File: src/rtl/dm_access_unit_if.sv
// Port bundles of dm_access_unit: pipeline request/response side and data-memory bus side.
interface dm_req_if #(
  parameter int DATA_W = 32,
  parameter int ADDR_W = 32
);
  logic              req_valid;
  logic              req_ready;
  logic              req_we;
  logic [1:0]        req_size;
  logic              req_unsigned;
  logic [ADDR_W-1:0] req_addr;
  logic [DATA_W-1:0] req_wdata;
  logic              rsp_valid;
  logic [DATA_W-1:0] rsp_rdata;
  logic [1:0]        rsp_err;

  modport master (
    output req_valid, req_we, req_size, req_unsigned, req_addr, req_wdata,
    input  req_ready, rsp_valid, rsp_rdata, rsp_err
  );
  modport slave (
    input  req_valid, req_we, req_size, req_unsigned, req_addr, req_wdata,
    output req_ready, rsp_valid, rsp_rdata, rsp_err
  );
endinterface

interface dm_mem_if #(
  parameter int DATA_W = 32,
  parameter int ADDR_W = 32
);
  localparam int NB = DATA_W / 8;
  localparam int LB = $clog2(NB);

  logic                 mem_req;
  logic                 mem_we;
  logic [ADDR_W-LB-1:0] mem_addr;
  logic [NB-1:0]        mem_be;
  logic [DATA_W-1:0]    mem_wdata;
  logic [DATA_W-1:0]    mem_rdata;
  logic                 mem_ack;

  modport master (
    output mem_req, mem_we, mem_addr, mem_be, mem_wdata,
    input  mem_rdata, mem_ack
  );
  modport slave (
    input  mem_req, mem_we, mem_addr, mem_be, mem_wdata,
    output mem_rdata, mem_ack
  );
endinterface

File: src/rtl/dm_access_unit.sv
// Data-memory access unit: store lane formatting, load extraction/extension,
// alignment checking and a req/ack bus handshake with timeout.
module dm_access_unit #(
  parameter int DATA_W  = 32,
  parameter int ADDR_W  = 32,
  parameter int TIMEOUT = 15
) (
  input  logic     clk,
  input  logic     reset,
  dm_req_if.slave  io_req,
  dm_mem_if.master io_mem
);
  localparam int NB    = DATA_W / 8;
  localparam int LB    = $clog2(NB);
  localparam int CNT_W = (TIMEOUT > 1) ? $clog2(TIMEOUT) : 1;
  localparam logic [CNT_W-1:0] CNT_LAST = CNT_W'((TIMEOUT > 0) ? TIMEOUT - 1 : 0);

  typedef enum logic [1:0] {S_IDLE, S_BUS, S_RESP} state_t;

  state_t              r_state, w_next;
  logic [CNT_W-1:0]    r_cnt;
  logic                r_we, r_uns;
  logic [1:0]          r_size, r_err;
  logic [ADDR_W-1:0]   r_addr;
  logic [DATA_W-1:0]   r_wdata, r_rdata;
  logic                w_accept, w_illegal, w_timeout;

  function automatic logic [NB-1:0] f_lane_mask(input logic [1:0] size);
    logic [NB-1:0] m;
    for (int i = 0; i < NB; i++) m[i] = (i < (1 << size));
    return m;
  endfunction

  function automatic logic [DATA_W-1:0] f_store_data(input logic [DATA_W-1:0] d,
                                                     input logic [1:0] size,
                                                     input logic [LB-1:0] off);
    logic [NB-1:0]     m;
    logic [DATA_W-1:0] k;
    m = f_lane_mask(size);
    for (int i = 0; i < NB; i++) k[8*i +: 8] = m[i] ? d[8*i +: 8] : 8'h00;
    return k << {off, 3'b000};
  endfunction

  // The sign byte is the highest lane covered by the access size.
  function automatic logic [DATA_W-1:0] f_load_extend(input logic [DATA_W-1:0] d,
                                                      input logic [1:0] size,
                                                      input logic uns,
                                                      input logic [LB-1:0] off);
    logic [DATA_W-1:0] f, o;
    logic [NB-1:0]     m;
    logic [7:0]        fill;
    f    = d >> {off, 3'b000};
    m    = f_lane_mask(size);
    fill = 8'h00;
    for (int i = 0; i < NB; i++)
      if (i == (1 << size) - 1) fill = {8{!uns && f[8*i+7]}};
    for (int i = 0; i < NB; i++) o[8*i +: 8] = m[i] ? f[8*i +: 8] : fill;
    return o;
  endfunction

  assign w_accept  = io_req.req_valid && (r_state == S_IDLE) && !reset;
  assign w_illegal = (|(io_req.req_addr[2:0] & ((3'b001 << io_req.req_size) - 3'b001)))
                     || ((io_req.req_size == 2'd3) && (NB < 8));
  assign w_timeout = (TIMEOUT != 0) && (r_cnt == CNT_LAST);

  always_ff @(posedge clk) begin
    if (reset) r_state <= S_IDLE;
    else       r_state <= w_next;
  end

  always_comb begin
    w_next = r_state;
    unique case (r_state)
      S_IDLE:  if (io_req.req_valid) w_next = w_illegal ? S_RESP : S_BUS;
      S_BUS:   if (io_mem.mem_ack || w_timeout) w_next = S_RESP;
      S_RESP:  w_next = S_IDLE;
      default: w_next = S_IDLE;
    endcase
  end

  // Ack is checked before timeout so a late ack still completes cleanly.
  always_ff @(posedge clk) begin
    if (reset) begin
      r_cnt   <= '0;
      r_err   <= 2'd0;
      r_rdata <= '0;
    end else begin
      unique case (r_state)
        S_IDLE: if (w_accept) begin
          r_cnt   <= '0;
          r_err   <= w_illegal ? 2'd1 : 2'd0;
          r_rdata <= '0;
        end
        S_BUS: if (io_mem.mem_ack) begin
          r_err   <= 2'd0;
          r_rdata <= r_we ? '0 : f_load_extend(io_mem.mem_rdata, r_size, r_uns, r_addr[LB-1:0]);
        end else begin
          r_cnt <= r_cnt + 1'b1;
          if (w_timeout) r_err <= 2'd2;
        end
        default: ;
      endcase
    end
  end

  always_ff @(posedge clk) begin
    if (w_accept) begin
      r_we    <= io_req.req_we;
      r_size  <= io_req.req_size;
      r_uns   <= io_req.req_unsigned;
      r_addr  <= io_req.req_addr;
      r_wdata <= io_req.req_wdata;
    end
  end

  always_comb begin
    io_req.req_ready = (r_state == S_IDLE) && !reset;
    io_req.rsp_valid = (r_state == S_RESP);
    io_req.rsp_rdata = (r_state == S_RESP) ? r_rdata : '0;
    io_req.rsp_err   = (r_state == S_RESP) ? r_err : 2'd0;
    io_mem.mem_req   = (r_state == S_BUS);
    io_mem.mem_we    = 1'b0;
    io_mem.mem_addr  = '0;
    io_mem.mem_be    = '0;
    io_mem.mem_wdata = '0;
    if (r_state == S_BUS) begin
      io_mem.mem_we   = r_we;
      io_mem.mem_addr = r_addr[ADDR_W-1:LB];
      if (r_we) begin
        io_mem.mem_be    = f_lane_mask(r_size) << r_addr[LB-1:0];
        io_mem.mem_wdata = f_store_data(r_wdata, r_size, r_addr[LB-1:0]);
      end
    end
  end
endmodule

File: src/flat_wrapper.sv
// flat-port wrapper written by rule: the top's interface ports become plain ports
module dm_access_unit_flat 
#(
  parameter int DATA_W  = 32,
  parameter int ADDR_W  = 32,
  parameter int TIMEOUT = 15
)
  (clk, reset, io_req_req_valid, io_req_req_we, io_req_req_size, io_req_req_unsigned, io_req_req_addr, io_req_req_wdata, io_req_req_ready, io_req_rsp_valid, io_req_rsp_rdata, io_req_rsp_err, io_mem_mem_req, io_mem_mem_we, io_mem_mem_addr, io_mem_mem_be, io_mem_mem_wdata, io_mem_mem_rdata, io_mem_mem_ack);
  dm_req_if #(.DATA_W(DATA_W), .ADDR_W(ADDR_W)) io_req_i ();
  dm_mem_if #(.DATA_W(DATA_W), .ADDR_W(ADDR_W)) io_mem_i ();
  input  logic clk;
  input  logic reset;
  input wire logic [$bits(io_req_i.req_valid)-1:0] io_req_req_valid;
  input wire logic [$bits(io_req_i.req_we)-1:0] io_req_req_we;
  input wire logic [$bits(io_req_i.req_size)-1:0] io_req_req_size;
  input wire logic [$bits(io_req_i.req_unsigned)-1:0] io_req_req_unsigned;
  input wire logic [$bits(io_req_i.req_addr)-1:0] io_req_req_addr;
  input wire logic [$bits(io_req_i.req_wdata)-1:0] io_req_req_wdata;
  output wire logic [$bits(io_req_i.req_ready)-1:0] io_req_req_ready;
  output wire logic [$bits(io_req_i.rsp_valid)-1:0] io_req_rsp_valid;
  output wire logic [$bits(io_req_i.rsp_rdata)-1:0] io_req_rsp_rdata;
  output wire logic [$bits(io_req_i.rsp_err)-1:0] io_req_rsp_err;
  output wire logic [$bits(io_mem_i.mem_req)-1:0] io_mem_mem_req;
  output wire logic [$bits(io_mem_i.mem_we)-1:0] io_mem_mem_we;
  output wire logic [$bits(io_mem_i.mem_addr)-1:0] io_mem_mem_addr;
  output wire logic [$bits(io_mem_i.mem_be)-1:0] io_mem_mem_be;
  output wire logic [$bits(io_mem_i.mem_wdata)-1:0] io_mem_mem_wdata;
  input wire logic [$bits(io_mem_i.mem_rdata)-1:0] io_mem_mem_rdata;
  input wire logic [$bits(io_mem_i.mem_ack)-1:0] io_mem_mem_ack;
  assign io_req_i.req_valid = io_req_req_valid;
  assign io_req_i.req_we = io_req_req_we;
  assign io_req_i.req_size = io_req_req_size;
  assign io_req_i.req_unsigned = io_req_req_unsigned;
  assign io_req_i.req_addr = io_req_req_addr;
  assign io_req_i.req_wdata = io_req_req_wdata;
  assign io_req_req_ready = io_req_i.req_ready;
  assign io_req_rsp_valid = io_req_i.rsp_valid;
  assign io_req_rsp_rdata = io_req_i.rsp_rdata;
  assign io_req_rsp_err = io_req_i.rsp_err;
  assign io_mem_mem_req = io_mem_i.mem_req;
  assign io_mem_mem_we = io_mem_i.mem_we;
  assign io_mem_mem_addr = io_mem_i.mem_addr;
  assign io_mem_mem_be = io_mem_i.mem_be;
  assign io_mem_mem_wdata = io_mem_i.mem_wdata;
  assign io_mem_i.mem_rdata = io_mem_mem_rdata;
  assign io_mem_i.mem_ack = io_mem_mem_ack;
  dm_access_unit #(.DATA_W(DATA_W), .ADDR_W(ADDR_W), .TIMEOUT(TIMEOUT)) u_core (.clk(clk), .reset(reset), .io_req(io_req_i), .io_mem(io_mem_i));
endmodule
File: config.mk
export PLATFORM = sky130hd
export DESIGN_NAME = dm_access_unit_flat
export DESIGN_NICKNAME = d
export VERILOG_FILES = /design/src/rtl/dm_access_unit_if.sv /design/src/rtl/dm_access_unit.sv /design/src/flat_wrapper.sv
export SDC_FILE = /design/constraint.sdc
export NUM_CORES = 1
export LEC_CHECK = 0
export ABC_CLOCK_PERIOD_IN_PS = 3300
export CORE_MARGIN = 8
export CORE_UTILIZATION = 46
export CTS_BUF_LIST = sky130_fd_sc_hd__clkbuf_8
export DETAILED_ROUTE_END_ITERATION = 6
export PLACE_DENSITY = 0.86
export SETUP_SLACK_MARGIN = 0.1
export SLEW_MARGIN = 25
export SYNTH_ARGS = -nofsm -noshare
export SYNTH_HDL_FRONTEND = slang
export SYNTH_SLANG_ARGS = --single-unit
File: constraint.sdc
create_clock -name clk -period 3.3 [get_ports clk]
set_input_delay 0.495 -clock clk [delete_from_list [all_inputs] [get_ports clk]]
set_output_delay 0.495 -clock clk [all_outputs]
set_load 0.02 [all_outputs]
After elaboration in Yosys (flattened, before gate mapping)

Index checks and enable logic that the tools add are counted.

Add/subtract/negate cells: 3
Order comparisons: 4
Eq/ne operators: 13
Shift operators: 5
Muxes and demuxes: 36
Bitwise gates (word level): 1
Reductions and logical operators: 19

Operator list:

| operator                                                                      | number |
|---|---|
| 32-bit 2-to-1 mux                                                             | 6 |
| 8-bit 2-to-1 mux                                                              | 12 |
| 3-bit by 32-bit == test with 1-bit output (first input constant)              | 2 |
| 3-bit by 32-bit less-than comparator with 1-bit output (first input constant) | 2 |
| 32-bit case mux with 2 select lines                                           | 1 |
| 2-bit by 32-bit == test with 1-bit output (first input constant)              | 1 |
| 32-bit logical NOT                                                            | 1 |
| 1-bit by 32-bit less-than comparator with 1-bit output (first input constant) | 1 |
| 2-bit by 32-bit less-than comparator with 1-bit output (first input constant) | 1 |
| 1-bit by 2-bit << shifter with 32-bit output (first input constant)           | 1 |
| 32-bit by 5-bit << shifter with 32-bit output                                 | 1 |
| 32-bit by 5-bit >> shifter with 32-bit output                                 | 1 |
| 32-bit by 2-bit subtractor with 32-bit output (second input constant)         | 1 |
| 30-bit 2-to-1 mux                                                             | 1 |
| 4-bit 2-to-1 mux                                                              | 4 |
| 2-bit 2-to-1 mux                                                              | 7 |
| 3-bit AND reduction                                                           | 3 |
| 2-bit case mux with 2 select lines                                            | 2 |
| 4-bit case mux with 2 select lines                                            | 1 |
| 1-bit logical AND                                                             | 7 |
| 2-bit by 1-bit inequality test with 1-bit output (second input constant)      | 3 |
| 4-bit by 1-bit adder with 4-bit output (second input constant)                | 1 |
| 2-bit == test (second input constant)                                         | 2 |
| 4-bit == test (second input constant)                                         | 1 |
| 14 further kinds                                                              | 18 |

Register bits: 108
Input port bits: 104
Output and inout port bits: 104

Longest topological paths before layout

Depth in word-level cells: 11
Depth in mapped cells: 8
Mapped depth without buffers: 6

Worst setup path after synthesis

No wires, ideal clock.

Path kind: flip-flop to flip-flop
Start point: reg u_core.r_state[1]
End point: reg u_core.r_addr[0], enable pin
Setup time: 0.433 ns
Data arrival time: 2.882 ns
Required time: 2.867 ns
Setup slack: -0.016 ns
Cell stages (with the launch flop): 5
Buffers on the path: 2
Cell sequence: dfxtp_1 -> buf_2 -> clkbuf_1 -> nor3_1 -> and2_1

Cells in the longest elaborated chain, start to end: 3

Ends and longest elaborated chain:

| element                        | line                  | text |
|---|---|---|
| start, declared                | dm_access_unit.sv:20  | `state_t r_state, w_next;` |
| start signal, assigned         | dm_access_unit.sv:68  | `else r_state <= w_next;` |
| 2-bit logical NOT              | dm_access_unit.sv:61  | `assign w_accept = io_req.req_valid && (r_state == S_IDLE) && !reset;` |
| 1-bit logical AND (2 in a row) | dm_access_unit.sv:61  |  |
| via u_core.w_accept            | dm_access_unit.sv:26  | `logic w_accept, w_illegal, w_timeout;` |
| end signal, assigned           | dm_access_unit.sv:111 | `r_addr <= io_req.req_addr;` |
| end, declared                  | dm_access_unit.sv:24  | `logic [ADDR_W-1:0] r_addr;` |

The timed path passes the listed nets, and every way through them passes these cells.
A chain may end at the register's enable or synchronous reset.

Worst setup path after layout

Start point: reg u_core.r_addr[0]
End point: out io_mem_mem_wdata[16]

Cells in the longest elaborated chain, start to end: 3

Ends and longest elaborated chain:

| element                                       | line                  | text |
|---|---|---|
| 32-bit by 5-bit << shifter with 32-bit output | dm_access_unit.sv:41  | `return k << {off, 3'b000};` |
| 32-bit 2-to-1 mux                             | dm_access_unit.sv:129 | `if (r_we) begin` |
| 32-bit 2-to-1 mux                             | dm_access_unit.sv:126 | `if (r_state == S_BUS) begin` |
| end, declared                                 | flat_wrapper.sv:27    | `output wire logic [$bits(io_mem_i.mem_wdata)-1:0] io_mem_mem_wdata;` |

Every way passes these cells.

==> results.txt <==
The run finished with clean final reports. The data arrival at the endpoint of the critical path is 2.56 ns. The maximum clock insertion buffer count came out at 2.

Ranked by total cell area, the synthesized netlist is headed by sky130_fd_sc_hd__edfxtp_1, sky130_fd_sc_hd__dfxtp_1, sky130_fd_sc_hd__and2_1, sky130_fd_sc_hd__mux2i_1, sky130_fd_sc_hd__a211oi_1. Setup repair after global routing left no endpoint under its margin. The final total negative setup slack came out at 0 ns.

The effective utilization at floorplan came out at 46.3%. The total setup violations reported at the end of the flow is 0. The synthesized netlist devotes 20.8% of its cell area to simple gates.

The post-route clock period utilization came out at 92.5%. The mean post-synth cell area is 11.1 um2. In this run the tool buffered the top-level ports with 207 buffer cells. CTS placed an instance of sky130_fd_sc_hd__clkbuf_8 at the clock tree root. After Yosys synthesis, XOR and XNOR cells account for 0.320% of the synthesized area. Synthesis produced a netlist with a net count of 597.

The count of endpoints failing hold in the final timing report is 0. The detailed-route DRC error count came out at 0. The via count came out at 4696.

The portion of total power attributed to the clock network is 32.8%. For this run, asynchronously set or reset flops after synthesis account for 0%. After detailed routing, the average wire length per cell comes to 20.7 um. The synthesized netlist contains 50 unique library cells. The congestion estimate from routability-driven global placement came to 0.911. The biggest area contributor in the post-synthesis netlist is sky130_fd_sc_hd__edfxtp_1. The internal power summed over all cells came out at 2260 uW.

The worst hold path depth came out at 2. The relative max-transition margin is 49.9%. The peak supply drop is 0.000320 V. The leftover overflow at the end of global routing came out at 0. The HPWL reported at the end of detailed placement is 12800 um.

The CTS buffer count came out at 9. TritonCTS built the clock tree. The highest fanout seen on the critical path is 13. The share of post-route cells with drive strength above 1 is 8.14%. The H-tree level count is 3. The complex-gate fraction of the synthesized area came out at 13.1%.

The final-report max-slew violation count came out at 0. The largest net degree at the start of global routing came out at 69. The per-cell via count in the routed design is 5.61.

The tightest min-delay check is of the flop to flop type. The max-capacitance violation count is 0. The number of warnings reported in the yosys synthesis log came out at 0. The first global-routing pass estimated 26800 um of wire.

The combined area of all synthesized cells is 5470 um2. The pin slew with the least headroom to its limit came out at 0.751 ns. The power share of the combinational group is 16.8%. The part of the power in registers is 50.3%.

The post-detailed-routing wire length came out at 17300 um. The number of DRC markers after the initial detailed-route iteration came out at 382. The worst setup path category is flop to output pin. The required time at the worst-slack endpoint came out at 2.80 ns. The static leakage power is 0.00280 uW. After Yosys synthesis, full adders, half adders and majority gates account for 0.457% of the synthesized area. The combinational family with the most area after synthesis is simple AND/OR/NAND/NOR gates.

The worst setup skew after layout is 0.0194 ns. The post-detailed-route count of antenna-violating nets is 0. The number of iterations in the first detailed-routing pass came out at 5. The analysis attributes to net switching a power of 754 uW. The total area inside the core boundary comes to 11800 um2. The final setup slack of the worst path is 0.249 ns. The power per standard cell area is 381 nW/um2. STA classifies the critical path startpoint as a flop. The cell total after placement is 819. Among all cell types in the netlist, the one instantiated most often is sky130_fd_sc_hd__and2_1. The internal reg-to-reg setup slack came out at 0.69 ns. The number of enable-type register cells in the synthesized netlist is 68. The area growth from synthesis to layout is 44.7%. Sorting the synthesized cells by how often they occur yields sky130_fd_sc_hd__and2_1, sky130_fd_sc_hd__edfxtp_1, sky130_fd_sc_hd__dfxtp_1.

208 I/O pins were placed. In this run the horizontal extent of the chip is 125 um. The number of global-route vias before repair is 4863. Buffers inserted to repair hold after CTS numbered 0. After the last flow step, the layout net total stands at 789. The depth of the worst register-to-register path is 6. The area enclosed by the die boundary is 15600 um2.

The synthesized instance count came out at 491. The share of the synthesized area in the top cell type is 37.3%. Clock-pin slew was measured on the worst setup and hold paths at 0.10 ns. The endpoint class of the critical path is an output pin. The share of synthesized area occupied by flip-flops and latches came out at 52.0%. The switching share of total power came out at 25.0%. Measured along the y axis, the die boundary spans 125 um. After synthesis, the share of cell area in mux cells is 9.42%. Based on the critical path, the design can be clocked at up to 328 MHz. The dominant register cell in the synthesized netlist is sky130_fd_sc_hd__edfxtp_1. The setup slack after placement is 0.485 ns. The standard-cell row count came out at 40. The final critical path time including I/O delays and setup is 3.05 ns. Global routing used 21.6% of the available tracks across all layers.

The initial antenna violation count came out at 3. The synthesized design contains 108 register bits. The insertion delay to the later sink of the worst-skew pair is 0.39 ns.

The number of clock sinks came out at 108. The number of standard cells in the final layout excluding fillers is 837.
[sequential cells by signal (all words and copies together), names as in the netlist]
name,count
u_core.r_uns,1
u_core.r_cnt,4
u_core.r_we,1
u_core.r_state,2
u_core.r_err,2
u_core.r_addr,32
u_core.r_wdata,32
u_core.r_size,2
u_core.r_rdata,32
[worst max-delay path, stage by stage, from the launching register on]
cell and delay (ns):
sky130_fd_sc_hd__edfxtp_1 0.51, sky130_fd_sc_hd__buf_4 0.24, sky130_fd_sc_hd__mux2_2 0.34, sky130_fd_sc_hd__a221oi_1 0.39
sky130_fd_sc_hd__nor3_1 0.11, sky130_fd_sc_hd__clkdlybuf4s50_1 0.57
[repair_timing]
item	CTS	global route
gates resized for setup	2	2
setup endpoints to repair	9	4
setup buffers	0	0
[cells by family (layout without fill, tap and decap cells)]
group           after synthesis  after routing
other cells                   0              2
buf+inv                      44            241
fa+ha+maj                     2              2
compound gates               95             95
flops                       108            108
xor+xnor                      2              2
mux                          41             41
simple gates                199            199
[cell usage in the layout, fill, tap and decap left out, drive strengths merged, types with 15 or more instances in the layout]
cell type and instances:
nor2 33, edfxtp 68, dfxtp 40, nor2b 21
a211oi 21, a21oi 15, a22o 16, nand2 21
buf 16, clkdlybuf4s50 207, mux2i 23, and2 75
[cell type report]
class / count / area [um2]
clock inverters: 7 / 121
flip-flops and latches: 108 / 2840
multi-input cells: 339 / 2420
fillers: 919 / 3900
well taps: 147 / 184
clock buffers: 9 / 124
repair buffers: 223 / 2210
diodes: 2 / 5.00
inverters: 2 / 7.51
[metal layers]
layer	wire length [um]	global-route usage, %
met5	8	0
met4	422	9.53
met3	2050	9.22
met2	8100	35.1
met1	6710	24.3
[metrics by stage]
step / cell area, um2 / utilization, % / power [uW] / hold WS (ns)
2_1_floorplan: 5470 / - / 1790 / 0.427
3_3_place_gp: 7650 / 64.8 / 2040 / 0.450
3_5_place_dp: 7650 / 64.8 / 2050 / 0.459
4_1_cts: 7900 / 66.9 / 3030 / 0.481
5_1_grt: 7910 / 67.0 / 3110 / 0.505
6_report: 7910 / 67.0 / 3010 / 0.478
[path summary, 6_finish.rpt]
kind	startpoint	endpoint
setup reg to reg	u_core.r_addr[1]$_DFFE_PP_	u_core.r_rdata[16]$_SDFFE_PP0P_
hold reg to reg	u_core.r_rdata[7]$_SDFFE_PP0P_	u_core.r_rdata[7]$_SDFFE_PP0P_
hold / removal	u_core.r_rdata[7]$_SDFFE_PP0P_	u_core.r_rdata[7]$_SDFFE_PP0P_
setup / recovery	u_core.r_addr[0]$_DFFE_PP_	io_mem_mem_wdata[16]
[power by group through the flow]
| stage | logic (uW) | registers [uW] | clock network (uW) |
|---|---|---|---|
| floorplan | 252 | 1540 | 0 |
| finish | 507 | 1520 | 990 |
| detailed placement | 503 | 1550 | 0 |
| global route | 541 | 1520 | 1050 |
| global placement | 493 | 1550 | 0 |
| CTS | 507 | 1520 | 1010 |
No activity file was read; power rests on OpenSTA's default activity.
